$ cat src/rtl/lenet_feeder.sv
// Streams one IMG_DIM x IMG_DIM frame out of the LeNet input buffer as a valid/ready pixel stream.
// Buffer reads are metered so that a stalled consumer never causes a returned word to be dropped.
module lenet_feeder #(
    parameter int ACC_D_SIZE = 9,
    parameter int IMG_DIM    = 32,
    parameter int ADDR_W     = 10,
    parameter int SHIFT      = 6,
    parameter int OUT_W      = 8
) (
    input  logic                  clk25,
    input  logic                  rst,
    input  logic                  start,
    output logic [ADDR_W-1:0]     rd_addr,
    output logic                  rd_en,
    input  logic [ACC_D_SIZE:0]   rd_data,
    output logic [OUT_W-1:0]      px_data,
    output logic                  px_valid,
    input  logic                  px_ready,
    output logic                  px_first,
    output logic                  px_last,
    output logic                  busy,
    output logic                  done
);

    localparam int IN_W = ACC_D_SIZE + 1;
    localparam int WW   = IN_W + OUT_W;
    localparam int NPIX = IMG_DIM * IMG_DIM;
    localparam int EW   = OUT_W + 2;
    localparam logic [ADDR_W-1:0] LAST_ADDR = ADDR_W'(NPIX - 1);

    typedef enum logic [1:0] {S_IDLE, S_STREAM, S_DONE} state_t;

    state_t              state_q, state_d;
    logic [ADDR_W-1:0]   rd_addr_q, rd_addr_d;
    logic                rd_en_q, rd_en_d;
    logic                issued_any_q, issued_any_d;
    logic                en_first_q, en_first_d;
    logic                en_last_q, en_last_d;
    logic                vld_q, vld_d;
    logic                vld_first_q, vld_first_d;
    logic                vld_last_q, vld_last_d;
    logic [EW-1:0]       fifo_mem_q [2];
    logic [EW-1:0]       fifo_mem_d [2];
    logic                wr_ptr_q, wr_ptr_d;
    logic                rd_ptr_q, rd_ptr_d;
    logic [1:0]          occ_q, occ_d;
    logic [OUT_W-1:0]    px_data_q, px_data_d;
    logic                px_valid_q, px_valid_d;
    logic                px_first_q, px_first_d;
    logic                px_last_q, px_last_d;
    logic                busy_q, busy_d;
    logic                done_q, done_d;

    logic [IN_W-1:0]     shifted;
    logic [WW-1:0]       shifted_w;
    logic [OUT_W-1:0]    norm;
    logic [EW-1:0]       ret_entry;
    logic [2:0]          in_sys;
    logic [2:0]          limit;
    logic                leaving;
    logic                issue;
    logic                more_reads;
    logic [ADDR_W-1:0]   issue_addr;
    logic                load;
    logic                push;
    logic                pop;

    // Saturating normalisation of the returned buffer word.
    assign shifted   = rd_data >> SHIFT;
    assign shifted_w = WW'(shifted);
    assign norm      = (shifted_w > WW'({OUT_W{1'b1}})) ? {OUT_W{1'b1}} : shifted_w[OUT_W-1:0];
    assign ret_entry = {vld_first_q, vld_last_q, norm};

    // Words held or en route: output stage + FIFO + word on the bus + read just issued.
    // A read is issued only if every such word still has a slot even if the consumer stalls
    // from now on; when px_ready is low the outgoing beat cannot be counted on, so the limit drops.
    assign in_sys     = {2'b0, px_valid_q} + {1'b0, occ_q} + {2'b0, vld_q} + {2'b0, rd_en_q};
    assign leaving    = px_valid_q & px_ready;
    assign limit      = px_ready ? 3'd3 : 3'd2;
    assign more_reads = !issued_any_q || (rd_addr_q != LAST_ADDR);
    assign issue_addr = issued_any_q ? rd_addr_q + ADDR_W'(1) : '0;
    assign load       = !px_valid_q || px_ready;

    always_comb begin
        state_d      = state_q;
        rd_addr_d    = rd_addr_q;
        issued_any_d = issued_any_q;
        en_first_d   = en_first_q;
        en_last_d    = en_last_q;
        issue        = 1'b0;

        case (state_q)
            S_IDLE: begin
                if (start) begin
                    state_d = S_STREAM;
                    issue   = 1'b1;
                end
            end
            S_STREAM: begin
                issue = more_reads && ((in_sys - {2'b0, leaving}) < limit);
                if (px_valid_q && px_ready && px_last_q) begin
                    state_d = S_DONE;
                end
            end
            S_DONE: begin
                state_d      = S_IDLE;
                rd_addr_d    = '0;
                issued_any_d = 1'b0;
            end
            default: state_d = S_IDLE;
        endcase

        rd_en_d = issue;
        if (issue) begin
            rd_addr_d    = issue_addr;
            issued_any_d = 1'b1;
            en_first_d   = (issue_addr == '0);
            en_last_d    = (issue_addr == LAST_ADDR);
        end

        vld_d       = rd_en_q;
        vld_first_d = en_first_q;
        vld_last_d  = en_last_q;

        busy_d = (state_d == S_STREAM);
        done_d = (state_d == S_DONE);
    end

    // Output stage refills from the FIFO head first; the bus word bypasses an empty FIFO.
    always_comb begin
        px_data_d   = px_data_q;
        px_valid_d  = px_valid_q;
        px_first_d  = px_first_q;
        px_last_d   = px_last_q;
        fifo_mem_d  = fifo_mem_q;
        wr_ptr_d    = wr_ptr_q;
        rd_ptr_d    = rd_ptr_q;
        pop         = 1'b0;

        if (load) begin
            if (occ_q != 2'd0) begin
                {px_first_d, px_last_d, px_data_d} = fifo_mem_q[rd_ptr_q];
                px_valid_d = 1'b1;
                pop        = 1'b1;
            end else if (vld_q) begin
                {px_first_d, px_last_d, px_data_d} = ret_entry;
                px_valid_d = 1'b1;
            end else begin
                px_valid_d = 1'b0;
            end
        end

        push = vld_q && !(load && (occ_q == 2'd0));
        if (push) begin
            fifo_mem_d[wr_ptr_q] = ret_entry;
            wr_ptr_d             = ~wr_ptr_q;
        end
        if (pop) begin
            rd_ptr_d = ~rd_ptr_q;
        end
        occ_d = occ_q + {1'b0, push} - {1'b0, pop};
    end

    always_ff @(posedge clk25 or posedge rst) begin
        if (rst) begin
            state_q       <= S_IDLE;
            rd_addr_q     <= '0;
            rd_en_q       <= 1'b0;
            issued_any_q  <= 1'b0;
            en_first_q    <= 1'b0;
            en_last_q     <= 1'b0;
            vld_q         <= 1'b0;
            vld_first_q   <= 1'b0;
            vld_last_q    <= 1'b0;
            fifo_mem_q[0] <= '0;
            fifo_mem_q[1] <= '0;
            wr_ptr_q      <= 1'b0;
            rd_ptr_q      <= 1'b0;
            occ_q         <= 2'd0;
            px_data_q     <= '0;
            px_valid_q    <= 1'b0;
            px_first_q    <= 1'b0;
            px_last_q     <= 1'b0;
            busy_q        <= 1'b0;
            done_q        <= 1'b0;
        end else begin
            state_q       <= state_d;
            rd_addr_q     <= rd_addr_d;
            rd_en_q       <= rd_en_d;
            issued_any_q  <= issued_any_d;
            en_first_q    <= en_first_d;
            en_last_q     <= en_last_d;
            vld_q         <= vld_d;
            vld_first_q   <= vld_first_d;
            vld_last_q    <= vld_last_d;
            fifo_mem_q    <= fifo_mem_d;
            wr_ptr_q      <= wr_ptr_d;
            rd_ptr_q      <= rd_ptr_d;
            occ_q         <= occ_d;
            px_data_q     <= px_data_d;
            px_valid_q    <= px_valid_d;
            px_first_q    <= px_first_d;
            px_last_q     <= px_last_d;
            busy_q        <= busy_d;
            done_q        <= done_d;
        end
    end

    assign rd_addr  = rd_addr_q;
    assign rd_en    = rd_en_q;
    assign px_data  = px_data_q;
    assign px_valid = px_valid_q;
    assign px_first = px_first_q;
    assign px_last  = px_last_q;
    assign busy     = busy_q;
    assign done     = done_q;

endmodule

$ cat config.mk
export PLATFORM = sky130hd
export DESIGN_NAME = lenet_feeder
export DESIGN_NICKNAME = d
export VERILOG_FILES = /design/src/rtl/lenet_feeder.sv
export SDC_FILE = /design/constraint.sdc
export NUM_CORES = 1
export LEC_CHECK = 0
export CAP_MARGIN = 20
export CORE_AREA = 4 4 70 72
export DETAILED_ROUTE_END_ITERATION = 7
export DIE_AREA = 0 0 74 76
export HOLD_SLACK_MARGIN = 0.06
export PLACE_DENSITY = 0.81
export SYNTH_ARGS = -nofsm -noshare
export SYNTH_HDL_FRONTEND = slang
export SYNTH_SLANG_ARGS = --single-unit
export TNS_END_PERCENT = 100
$ cat constraint.sdc
create_clock -name clk25 -period 8.7 [get_ports clk25]
set_clock_uncertainty 0.2 [all_clocks]
set_input_delay 0.87 -clock clk25 [delete_from_list [all_inputs] [get_ports clk25]]
set_output_delay 0.87 -clock clk25 [all_outputs]
set_load 0.005 [all_outputs]
==> reports/results.ini, run 1 <==
[status]
status = complete, no violations

[power]
clock_power_share_pct = 15.6
p_int_w = 0.000608
p_sw_share_pct = 38.3
seq_power_share_pct = 37.1
leakagePower_nw = 1.18
power_switching_w = 0.000377
p_per_area_mw_per_mm2 = 367
p_comb_share_pct = 47.3
fin_total_pwr_w = 0.000986
ir_drop_uv = 154

[critical_path]
critPathSlowestCell = fa_1
r2r_slack_ns = 5.46
cp.arrival_ns = 3.90
critPathKind = input port to register
cp.required_ns = 8.71
worstPathCellList = clkdlybuf4s50_1 -> nor2b_1 -> inv_2 -> fa_1 -> inv_1 -> ha_1 -> inv_1 -> fa_1 -> a21oi_1 -> o32a_4 -> inv_4 -> nand4_1 -> o31ai_1
crit_buf_inv = 5
end_kind = register
cp_top_family = adder cells
rr_startpoint = px_valid
critical-path-max-stage-delay_ns = 0.47
start_kind = input port
r2r_cells = 12
timing.rr.end = en_last_q
cp_max_fo = 14

[synth]
synth_edf_count = 0
ys_types = 48
synth.avg_cell_area_um2 = 11.2
postSynthCellCount = 209
ys_seq_area_share_pct = 46.9
yosys.area_share.simple_pct = 15.9
synth_compound_area_share_pct = 11.6
synth_top_area_share_pct = 46.9
muxShareOfSynthArea_pct = 9.06
synth_top_family_by_area = simple AND/OR/NAND/NOR gates
synthTopCellsByArea = dfrtp_1 (47%), mux2_2 (8.6%), nand2_1 (3.4%)
ys_warn_count = 0
async_flop_share_pct = 100
yosys_most_used_dff = dfrtp_1
synth-seq-cells = 44
netlist_area_mm2 = 0.00235
synth_fa_ha_area_share_pct = 4.37
synth_xor_area_share_pct = 4.85
yosysTopAreaCell = dfrtp_1

[layout]
nets = 257
area_growth_pct = 14.5
drive_above_1_share_pct = 20.7
n_antenna_cell = 0
final_cells = 289
finish.utilization_pct = 62.6

[clocking]
cts_buffer_depth = 2
cts_buffers = 5
cts-root-buf = clkbuf_8
cts.htree.levels = 2
clk_latency_ns = 0.30
postCtsHoldBufs = 0
clkSlewWorstSetupHoldPaths_ns = 0.08
postCtsSetupBuffers = 0
cts_tree = built
post_cts_resized = 0
cts_sinks = 44

[worst_hold_path]
holdPathEnd = vld_first_q
min_from = en_first_q
worstHoldPathType = register to register
hold_depth = 0

[die]
dieWidth_um = 74
start_util_pct = 54.7
die_h_um = 76
coreArea_mm2 = 0.00429
rows = 24
dieArea_mm2 = 0.00562
num_io_pins = 38

[timing]
relSlewSlack_pct = 63.0
tns_ns = 0
hold_viol = 0
period_share_pct = 44.7
maxSlewViolCount = 0
rsz0062_at_grt = false
setup_viol = 0
fmax_ghz = 0.257
hold_slack_ns = 0.185
tightest_slew_ns = 0.554
post-route-min-period_ns = 3.89

[flow_run]
maxCapViolations = 0

[place]
dp_hpwl_um = 3130
gp_congestion = 0.808
dp_cells = 281
place.port_buffers = 27

[global_route]
grt_first_pass_wirelength_um = 7870
antenna_found_initial = 0
grtUsageTotal_pct = 17.6
grt_overflow = 0
grt_pass1_vias = 1635
grt_max_degree = 45

[detailed_routing]
wirelength_um = 4440
drc_errors = 0
ant_nets = 0
post_drt_wl_per_cell_um = 15.3
num_vias = 1577
first_iter_violations = 94
vias_per_cell = 5.46
firstDrtPassIters = 4

power by group through the flow:
stage,sequential (W),combinational (W),clock (W)
floorplan,0.000338,0.000381,0
global placement,0.000366,0.000450,0
detailed placement,0.000370,0.000468,0
CTS,0.000366,0.000473,0.000159
global route,0.000380,0.000522,0.000168
finish,0.000365,0.000466,0.000154
area by class of cell:
class	count	area [um^2]
flip-flops and latches	44	1100
well taps	52	65.1
inverters	11	43.8
fillers	353	1610
multi-input cells	146	1090
clock inverters	2	35.0
clock buffers	6	72.6
repair buffers	28	278
synthesized netlist by cell type (all sizes together), types with 5 or more instances:
cell   number
nand2      21
a21oi      10
dfrtp      44
nor2       17
xor2        6
ha          5
o21ai       6
xnor2       7
buf         8
o22ai       7
mux2       18
nand3       7
inv        11
nor3        6
cell families (layout without fill, tap and decap cells):
logic type | after synthesis | count (layout)
buf+inv | 23 | 47
flops | 44 | 44
fa+ha+maj | 7 | 7
other cells | 1 | 5
mux | 19 | 19
simple gates | 67 | 67
compound gates | 35 | 35
xor+xnor | 13 | 13
worst register-to-register path, stage by stage (launching register included):
cell and delay (ns):
dfrtp_1 0.37, nor2b_1 0.23, inv_2 0.14, fa_1 0.45
inv_1 0.07, ha_1 0.14, inv_1 0.05, fa_1 0.47
a21oi_1 0.05, o32a_4 0.45, inv_4 0.20, nand4_1 0.13
o31ai_1 0.22
how the worst max path moves through the flow:
stage | start | end | slack (ns) | depth (start not counted)
final | px_ready | en_last_q | 4.81 | 13
after global routing | px_ready | en_last_q | 4.62 | 13
after CTS | px_ready | en_last_q | 4.79 | 13
after detailed placement | px_ready | en_last_q | 4.49 | 13
after global placement | px_ready | en_last_q | 4.51 | 13
after floorplan | px_ready | en_first_q | 5.24 | 11
stage by stage:
stage | setup WS (ns) | area, um^2
floorplan | 5.24 | 2360
global placement | 4.51 | 2580
detailed placement | 4.49 | 2580
CTS | 4.79 | 2690
global route | 4.62 | 2690
finish | 4.81 | 2690
per-layer routing:
| layer | track usage [%] | vias to the layer above | part of all wire (%) |
|---|---|---|---|
| met5 | 0 | - | 0 |
| met4 | 4.35 | 0 | 1.2 |
| li1 | - | 769 | - |
| met1 | 24.4 | 768 | 46 |
| met3 | 4.35 | 5 | 4.6 |
| met2 | 27.5 | 35 | 48 |
layout by cell type (no fill, tap or decap), types with 6 or more instances in the layout:
cell type	count
inv_1	9
clkdlybuf4s50_1	27
xor2_1	6
dfrtp_1	44
mux2_2	18
nand2_1	21
xnor2_1	7
nor2_1	15
o22ai_1	6
a21oi_1	10
state kept, by name, indices dropped and copies added (netlist names), 2 cells and up:
register	flops
occ_q	2
px_data	4
state_q	2
rd_addr	10
fifo_mem_q	12
Power figures use the tool's default switching activity.
==> run 2, diff against run 1 <==
--- a/config.mk
+++ b/config.mk
@@ -6,11 +6,11 @@
 export NUM_CORES = 1
 export LEC_CHECK = 0
 export CAP_MARGIN = 20
-export CORE_AREA = 4 4 70 72
+export CORE_AREA = 4 4 75 77
 export DETAILED_ROUTE_END_ITERATION = 7
-export DIE_AREA = 0 0 74 76
+export DIE_AREA = 0 0 79 81
 export HOLD_SLACK_MARGIN = 0.06
-export PLACE_DENSITY = 0.81
+export PLACE_DENSITY = 0.75
 export SYNTH_ARGS = -nofsm -noshare
 export SYNTH_HDL_FRONTEND = slang
 export SYNTH_SLANG_ARGS = --single-unit
==> constraint.sdc (replaced) <==
create_clock -name clk25 -period 3.4 [get_ports clk25]
set_clock_uncertainty 0.2 [all_clocks]
set_input_delay 0.34 -clock clk25 [delete_from_list [all_inputs] [get_ports clk25]]
set_output_delay 0.34 -clock clk25 [all_outputs]
set_load 0.005 [all_outputs]
==> run 2 against run 1 <==
Combinational power grew to 2.7 times the previous value. Setup slack worse by 4.5 ns. Global-route usage is 1.9 points lower. Die area is 14% higher. Core utilization is 8.0 points lower. Register-to-register slack worse by 5.1 ns. Hold slack worse by 0.0034 ns. Sequential cell count stayed put. Sequential share of layout area is 0.73 points lower. Via count is 3.9% higher. Sequential power grew to 2.6 times the previous value. Non-clock buffer count is 7 higher. Highest routed layer unchanged.
==> reports/results.ini, run 2 (same netlist as run 1, synthesis figures left out) <==
[status]
status = complete, no violations  ; unchanged

[power]
leakagePower_nw = 1.19  ; was 1.18 nW
p_sw_share_pct = 38.9  ; was 38.3%
ir_drop_uv = 509  ; was 154 uV
p_per_area_mw_per_mm2 = 923  ; was 367 mW/mm^2
p_int_w = 0.00154  ; was 0.000608 W
power_switching_w = 0.000984  ; was 0.000377 W
seq_power_share_pct = 37.4  ; was 37.1%
p_comb_share_pct = 50.0  ; was 47.3%
clock_power_share_pct = 12.6  ; was 15.6%

[detailed_routing]
ant_nets = 0  ; unchanged
dr_wl_met3_um = 226  ; was 203 um
wirelength_um = 4520  ; was 4440 um
drc_errors = 0  ; unchanged
wl_met2_um = 2140  ; was 2120 um
first_iter_violations = 67  ; was 94
num_vias = 1638  ; was 1577
post_drt_wl_per_cell_um = 14.4  ; was 15.3 um
firstDrtPassIters = 4  ; unchanged
wl_met1_um = 2100  ; was 2060 um
dr.max_layer_used = met4  ; unchanged
vias_per_cell = 5.23  ; was 5.46

[critical_path]
start_kind = input port  ; unchanged
critPathSlowestCell = fa_1  ; unchanged
crit_buf_inv = 5  ; unchanged
cp.arrival_ns = 3.13  ; was 3.90 ns
cp_max_fo = 9  ; was 14
cp_top_family = adder cells  ; unchanged
critical-path-max-stage-delay_ns = 0.48  ; was 0.47 ns
critPathKind = input port to register  ; unchanged
end_kind = register  ; unchanged
worstPathCellList = clkdlybuf4s50_1 -> nor2b_1 -> inv_2 -> fa_1 -> inv_1 -> ha_1 -> inv_1 -> fa_1 -> a21oi_1 -> o32a_4 -> inv_4 -> nand4_1 -> o31ai_1  ; unchanged
cp.required_ns = 3.40  ; was 8.71 ns

[place]
place.port_buffers = 27  ; unchanged
place_ws_ns = -0.0150  ; was 4.49 ns
place_area_mm2 = 0.00266  ; was 0.00258 mm^2
dp_hpwl_um = 3160  ; was 3130 um
gp_congestion = 0.807  ; was 0.808

[layout]
multi_input_area_mm2 = 0.00109  ; unchanged
largest_register_ffs = 12  ; unchanged
final_common_cell = dfrtp_1  ; unchanged
largest_register = fifo_mem_q  ; unchanged
area_growth_pct = 16.6  ; was 14.5%
fin_area_mm2 = 0.00274  ; was 0.00269 mm^2
nets = 264  ; was 257
seq_area_mm2 = 0.00110  ; unchanged
drive_above_1_share_pct = 23.0  ; was 20.7%
n_antenna_cell = 0  ; unchanged
nFillCells = 466  ; was 353
layout_common_cells = dfrtp_1 (44), clkdlybuf4s50_1 (27), nand2_1 (21), mux2_2 (18), nor2_1 (15)  ; unchanged

[die]
start_util_pct = 46.9  ; was 54.7%
num_io_pins = 38  ; unchanged
dieWidth_um = 79  ; was 74 um
rows = 26  ; was 24
coreArea_mm2 = 0.00501  ; was 0.00429 mm^2
die_h_um = 81  ; was 76 um
dieArea_mm2 = 0.00640  ; was 0.00562 mm^2

[clocking]
postCtsHoldBufs = 0  ; unchanged
clk_latency_ns = 0.30  ; about the same
cts-root-buf = clkbuf_8  ; unchanged
clkSlewWorstSetupHoldPaths_ns = 0.08  ; about the same
postCtsSetupBuffers = 0  ; unchanged
cts_sinks = 44  ; unchanged
cts.htree.levels = 2  ; unchanged
post_cts_resized = 0  ; unchanged
cts_tree = built  ; unchanged
cts_buffer_depth = 2  ; unchanged
cts_buffers = 5  ; unchanged

[global_route]
grt_pass1_vias = 1674  ; was 1635
grtUsageTotal_pct = 15.8  ; was 17.6%
antenna_found_initial = 0  ; unchanged
grt_first_pass_wirelength_um = 7930  ; was 7870 um
grt_overflow = 0  ; unchanged
grt_max_degree = 45  ; unchanged

[timing]
tns_ns = 0  ; unchanged
period_share_pct = 92.0
setup_viol = 0  ; unchanged
hold_slack_ns = 0.181  ; was 0.185 ns
maxSlewViolCount = 0  ; unchanged
hold_viol = 0  ; unchanged
setup_ws_ns = 0.271  ; was 4.81 ns
post-route-min-period_ns = 3.13
fmax_ghz = 0.320
tightest_slew_ns = 0.552  ; was 0.554 ns
rsz0062_at_grt = false  ; unchanged
relSlewSlack_pct = 63.2  ; was 63.0%

[flow_run]
maxCapViolations = 0  ; unchanged

[worst_hold_path]
worstHoldPathType = register to register  ; unchanged

==> run 2: cell count changes in the layout (fill, tap and decap cells not counted), sizes merged <==
cell / previous run / this run
buf: 1 / 8
bufinv: 1 / 0
clkbuf: 6 / 5
clkinvlp: 0 / 1
==> run 2: path summary, 6_finish.rpt <==
path,from,endpoint,slack (ns),cells after the start
setup / recovery,px_ready,en_last_q,0.27,13
hold / removal,en_first_q,vld_first_q,0.18,0
setup reg to reg,px_valid,en_last_q,0.32,12
hold reg to reg,en_first_q,vld_first_q,0.18,0
max in group asynchronous,rst,rd_addr[8],2.34,3
min in group asynchronous,rst,px_data[2],0.27,3
==> run 2: metrics by stage <==
step	instances	power (W)	utilization [%]
3_3_place_gp	306	0.00217	53.0
3_5_place_dp	306	0.00222	53.0
4_1_cts	313	0.00255	54.6
6_report	313	0.00253	54.6
5_1_grt	313	0.00273	54.6
2_1_floorplan	213	0.00184	-
==> run 2: cell type report <==
type / instances / share of cell area (%)
flip-flops and latches: 44 / 40.2
repair buffers: 35 / 12.1
multi-input cells: 146 / 39.9
clock buffers: 5 / 2.51
well taps: 70 / 3.20
clock inverters: 2 / 0.457
inverters: 11 / 1.60
==> run 2: per-layer routing <==
| metal | track usage (%) | vias up |
|---|---|---|
| met5 | 0 | - |
| met4 | 4.81 | 0 |
| met3 | 3.44 | 7 |
| met2 | 25.6 | 41 |
| met1 | 21.2 | 806 |
| li1 | - | 784 |
==> run 2: power by group through the flow <==
stage                     Sequential [W]  Combinational, W  Clock (W)
after detailed placement        0.000954           0.00127          0
final                           0.000945           0.00126   0.000318
after CTS                       0.000945           0.00128   0.000329
after global placement          0.000942           0.00123          0
after global routing            0.000979           0.00140   0.000344
after floorplan                 0.000865          0.000976          0
==> run 3, diff against run 2 <==
--- a/config.mk
+++ b/config.mk
@@ -5,7 +5,7 @@
 export SDC_FILE = /design/constraint.sdc
 export NUM_CORES = 1
 export LEC_CHECK = 0
-export CAP_MARGIN = 20
+export CAP_MARGIN = 10
 export CORE_AREA = 4 4 75 77
 export DETAILED_ROUTE_END_ITERATION = 7
 export DIE_AREA = 0 0 79 81
==> results of run 3 <==
Same layout as run 2: the final DEF is identical, and so are final timing and power.
